`src/rtl/serial_adder.sv`:
```
// Bit-serial adder/subtractor: one full-adder slice plus a carry flop,
// WIDTH bits processed LSB-first over WIDTH cycles, start/busy/done handshake.
module serial_adder #(
  parameter int WIDTH = 8
) (
  input  logic             clk,
  input  logic             rst,
  input  logic             start,
  input  logic             sub,
  input  logic [WIDTH-1:0] a,
  input  logic [WIDTH-1:0] b,
  output logic             busy,
  output logic             done,
  output logic [WIDTH-1:0] sum,
  output logic             carry,
  output logic             overflow
);

  localparam int CW = (WIDTH > 1) ? $clog2(WIDTH) : 1;
  localparam logic [CW-1:0] LAST = CW'(WIDTH - 1);

  typedef enum logic [1:0] {
    S_IDLE,
    S_RUN,
    S_DONE
  } state_t;

  state_t           r_state;
  state_t           w_next;
  logic [WIDTH-1:0] r_opa;
  logic [WIDTH-1:0] r_opb;
  logic [WIDTH-1:0] r_acc;
  logic [CW-1:0]    r_cnt;
  logic             r_c;
  logic [WIDTH-1:0] r_sum;
  logic             r_carry;
  logic             r_ovf;
  logic             w_busy;
  logic             w_done;
  logic             w_s;
  logic             w_cout;
  logic             w_last;
  logic [WIDTH-1:0] w_acc_next;

  // Full-adder slice on the current LSBs and the running carry
  always_comb begin
    w_s        = r_opa[0] ^ r_opb[0] ^ r_c;
    w_cout     = (r_opa[0] & r_opb[0]) | (r_opa[0] & r_c) | (r_opb[0] & r_c);
    w_last     = (r_cnt == LAST);
    w_acc_next = {w_s, r_acc[WIDTH-1:1]};
  end

  // State register
  always_ff @(posedge clk) begin
    if (rst) r_state <= S_IDLE;
    else     r_state <= w_next;
  end

  // Next-state decode and status outputs
  always_comb begin
    w_next = r_state;
    w_busy = 1'b0;
    w_done = 1'b0;
    case (r_state)
      S_IDLE: if (start) w_next = S_RUN;
      S_RUN: begin
        w_busy = 1'b1;
        if (w_last) w_next = S_DONE;
      end
      S_DONE: begin
        w_done = 1'b1;
        w_next = S_IDLE;
      end
      default: w_next = S_IDLE;
    endcase
  end

  // Operand capture, bit-serial datapath and result registers
  always_ff @(posedge clk) begin
    if (rst) begin
      r_opa   <= '0;
      r_opb   <= '0;
      r_acc   <= '0;
      r_cnt   <= '0;
      r_c     <= 1'b0;
      r_sum   <= '0;
      r_carry <= 1'b0;
      r_ovf   <= 1'b0;
    end else begin
      case (r_state)
        S_IDLE: begin
          if (start) begin
            r_opa <= a;
            r_opb <= sub ? ~b : b;
            r_c   <= sub;
            r_cnt <= '0;
          end
        end
        S_RUN: begin
          r_opa <= {1'b0, r_opa[WIDTH-1:1]};
          r_opb <= {1'b0, r_opb[WIDTH-1:1]};
          r_acc <= w_acc_next;
          r_c   <= w_cout;
          r_cnt <= r_cnt + 1'b1;
          // r_c on the last bit is the carry into the MSB, so overflow is
          // taken directly here instead of being held in a separate flag.
          if (w_last) begin
            r_sum   <= w_acc_next;
            r_carry <= w_cout;
            r_ovf   <= r_c ^ w_cout;
          end
        end
        default: ;
      endcase
    end
  end

  assign busy     = w_busy;
  assign done     = w_done;
  assign sum      = r_sum;
  assign carry    = r_carry;
  assign overflow = r_ovf;

endmodule

```
`config.mk`:
```
export PLATFORM = sky130hd
export DESIGN_NAME = serial_adder
export DESIGN_NICKNAME = d
export VERILOG_FILES = /design/src/rtl/serial_adder.sv
export SDC_FILE = /design/constraint.sdc
export NUM_CORES = 1
export LEC_CHECK = 0
export ABC_AREA = 1
export CAP_MARGIN = 20
export CORE_AREA = 2 2 62 64
export CTS_CLUSTER_SIZE = 25
export DETAILED_ROUTE_END_ITERATION = 12
export DIE_AREA = 0 0 64 66
export HOLD_SLACK_MARGIN = 0.02
export PLACE_DENSITY = 0.76
export SLEW_MARGIN = 25
export SYNTH_ARGS = -nofsm -noshare
export SYNTH_HDL_FRONTEND = slang
export SYNTH_SLANG_ARGS = --single-unit
```
`constraint.sdc`:
```
create_clock -name clk -period 1.4 [get_ports clk]
set_input_delay 0.21 -clock clk [delete_from_list [all_inputs] [get_ports clk]]
set_output_delay 0.21 -clock clk [all_outputs]
set_load 0.03 [all_outputs]
```
==> results_dict.tcl <==
set metrics [dict create \
    syn_area_per_cell_sq_um 6.835 \
    synthDistinctLibCells 22 \
    hpwlAfterDp_um 2563 \
    setup.worst_path.start_class "flip-flop" \
    design.portCount 32 \
    worst_slew_pin_slew_ns 0.3599 \
    worst_slew_margin_rel_pct 75.92 \
    synth-compound-area-share_pct 7.692 \
    route.vias.total 1669 \
    ir_drop_mv 0.4550 \
    design.final.nets 321 \
    synthDominantAreaCellType "sky130_fd_sc_hd__dfxtp_1" \
    detail_route.iter0.violations 90 \
    fin_setup_tns_ns 0 \
    cp_num_buf_inv 2 \
    drt-vias-per-instance 4.810 \
    critPathCaptureType "primary output" \
    crit_path_max_fanout 4 \
    max_cap_viol_count 0 \
    global_route.usage.total_pct 19.25 \
    yosys-top-cells-count "63 x sky130_fd_sc_hd__nand2_1, 51 x sky130_fd_sc_hd__nor2_1, 39 x sky130_fd_sc_hd__dfxtp_1, 30 x sky130_fd_sc_hd__nand3_1, 22 x sky130_fd_sc_hd__inv_1" \
    cts.clk_slew.worst_paths_ns 0.12 \
    critical_path.cell_chain "inv_2, nor2_1, buf_4" \
    syn-instance-count 257 \
    synth-edff-count 0 \
    yosys.cell_count.top_type "sky130_fd_sc_hd__nand2_1" \
    critical_path_required_ns 1.19 \
    post_synth_fa_ha_maj_area_fraction_pct 2.564 \
    synth_warnings 0 \
    drc 0 \
    skew_ns 0.008343 \
    buffer_depth_of_the_longest_clock_path 2 \
    fillers 336 \
    hold_viol 0 \
    power.total_mw 2.059 \
    grt_start_max_net_pins 22 \
    clock-sinks 39 \
    cts_made_buffers 5 \
    ys_seq_elements 39 \
    cellPowerDensity_nw_per_um2 921.2 \
    slowest_delay_ns 0.42 \
    die_y_um 66 \
    horizontal_die_dimension_um 64 \
    drv_slew 0 \
    grt_antenna_before_repair 0 \
    clkLatencyLatePin_ns 0.35 \
    firstDrtPassIters 4 \
    post_synth_main_area_contributors "sky130_fd_sc_hd__dfxtp_1 44%, sky130_fd_sc_hd__nand2_1 13%, sky130_fd_sc_hd__nor2_1 11%" \
    place_area_sq_um 2161 \
    buffers_on_ports 31 \
    synth_sequential_area_ratio_pct 44.44 \
    worst_path_max_delay_cell "sky130_fd_sc_hd__dfxtp_4" \
    layout_worst_path_cycle_share_pct 96.25 \
    yosys.area.top_type_share_pct 44.44 \
    hold_class "primary input to flip-flop" \
    post_route_cells_drive_above_1_share_pct 11.71 \
    gp_routability_congestion 0.7891 \
    grt_setup_unrepaired "true" \
    final_core_utilization_pct 62.93 \
    synthXorXnorAreaFrac_pct 0.9972 \
    design_area_sq_um 2235 \
    rrSetupSlack_ns 0.09 \
    ys.flop_type "sky130_fd_sc_hd__dfxtp_1" \
    dieArea_sq_um 4224 \
    drt-total-wl_um 3707 \
    num_rows 22 \
    timing.final.crit_period_ns 1.348 \
    postSynthNetCount 280 \
    synth_async_sr_flop_share_pct 0 \
    setup_viol_count_final 0 \
    outcome "finished, final reports clean" \
    critPathArrivalTime_ns 1.14 \
    wl_per_cell_um 10.68 \
    global_route.overflow_total 0 \
    initial_utilization_pct 49.47 \
    ant_nets 0 \
    core_region_area_sq_um 3551 \
    cts_htree_levels 2 \
    synth.cell_area_sq_um 1757 \
    cts_tree "yes" \
    worst-setup-path-type "flip-flop to primary output" \
    crit_family "flip-flops" \
    synth_top_family_by_area "simple AND/OR/NAND/NOR gates" \
    maxClockFrequency_mhz 742.1 \
    root_buffer "sky130_fd_sc_hd__clkbuf_4" \
    portion_of_netlist_area_occupied_by_mux_cells_pct 0 \
    first_pass_grt_wire_length_um 6265 \
    syn_to_final_growth_pct 27.21 \
    p_leak_nw 1.130 \
    antenna_cells_inserted 0 \
    post_synth_and_or_nand_nor_area_fraction_pct 34.97 \
    grt_pass1_vias 1443 \
]
tightest hold or removal path, cell delays in order:
cell,delay (ns)
sky130_fd_sc_hd__clkdlybuf4s50_1,0.40
sky130_fd_sc_hd__nand2_1,0.07
sky130_fd_sc_hd__a21oi_1,0.05
cells in the final DEF, fill, tap and decap left out, types with 2 or more instances in the layout:
cell / count
sky130_fd_sc_hd__a211oi_1: 2
sky130_fd_sc_hd__clkbuf_4: 5
sky130_fd_sc_hd__o21ai_0: 8
sky130_fd_sc_hd__dfxtp_1: 37
sky130_fd_sc_hd__nand2_1: 62
sky130_fd_sc_hd__nand2_2: 2
sky130_fd_sc_hd__dlygate4sd2_1: 10
sky130_fd_sc_hd__clkinv_2: 3
sky130_fd_sc_hd__clkdlybuf4s50_1: 19
sky130_fd_sc_hd__buf_4: 15
sky130_fd_sc_hd__o21ai_1: 8
sky130_fd_sc_hd__inv_2: 3
sky130_fd_sc_hd__inv_1: 22
sky130_fd_sc_hd__nand3_1: 30
sky130_fd_sc_hd__ha_1: 2
sky130_fd_sc_hd__dfxtp_4: 2
sky130_fd_sc_hd__a21oi_1: 8
sky130_fd_sc_hd__nor2_1: 51
sky130_fd_sc_hd__nor2_4: 2
sequential cells by signal, indices dropped and copies added (netlist names):
register / cells
sum: 8
r_state: 2
carry: 1
r_c: 1
r_acc: 7
r_opb: 8
overflow: 1
r_cnt: 3
r_opa: 8
cell families (layout without fill, tap and decap cells):
kind of cell | count (synthesis) | count (layout)
buffers and inverters | 38 | 80
and+or+nand+nor | 149 | 149
adders and majority gates | 3 | 3
AOI/OAI and AO/OA | 26 | 26
xor gates and xnor gates | 2 | 2
DFF | 39 | 39
what timing repair did:
action,4_1_cts,5_1_grt
gates resized for setup,16,6
endpoints found under the setup margin,12,8
hold endpoints to repair,0,0
setup buffers,1,0
hold buffers,0,0
routing by layer:
metal	vias to the layer above	routed length [um]	GRT usage [%]	share of wire [%]
met2	42	1740	32.81	47
met1	737	1750	23.14	47
met5	-	0	0	0
met3	6	177	5.622	4.8
met4	0	39	6.522	1.1
li1	884	-	-	-
power breakdown:
| part | internal, mW | leakage (nW) | switching [mW] |
|---|---|---|---|
| Clock | 0.187 | 0.0347 | 0.363 |
| Sequential | 1.16 | 0.320 | 0.0330 |
| Combinational | 0.150 | 0.775 | 0.168 |
| Total | 1.49 | 1.13 | 0.564 |
layout make-up:
| cell class | instances | area (sq um) | area share [%] |
|---|---|---|---|
| inverters | 26 | 97.59 | 4.367 |
| flip-flops and latches | 39 | 788.3 | 35.27 |
| clock inverters | 3 | 15.01 | 0.6719 |
| multi-input cells | 180 | 819.5 | 36.67 |
| repair buffers | 46 | 416.7 | 18.65 |
| well taps | 48 | 60.06 | 2.688 |
| clock buffers | 5 | 37.54 | 1.680 |
worst paths after layout:
path,from,cells after the start,endpoint
hold / removal,a[7],3,r_opa[7]
hold reg to reg,r_cnt[0],1,r_cnt[0]
setup reg to reg,r_cnt[0],7,sum[7]
setup / recovery,r_state[1],3,done
metrics by stage:
step	hold WS [ns]	cells	worst slack, ns
after floorplan	0.3537	257	0.1731
after global placement	0.4479	338	0.03230
after detailed placement	0.4597	338	-0.004259
after CTS	0.4112	347	0.007150
after global routing	0.4271	347	-0.008855
final	0.4191	347	0.05249
Note: power is estimated with default switching activity, not from simulation.
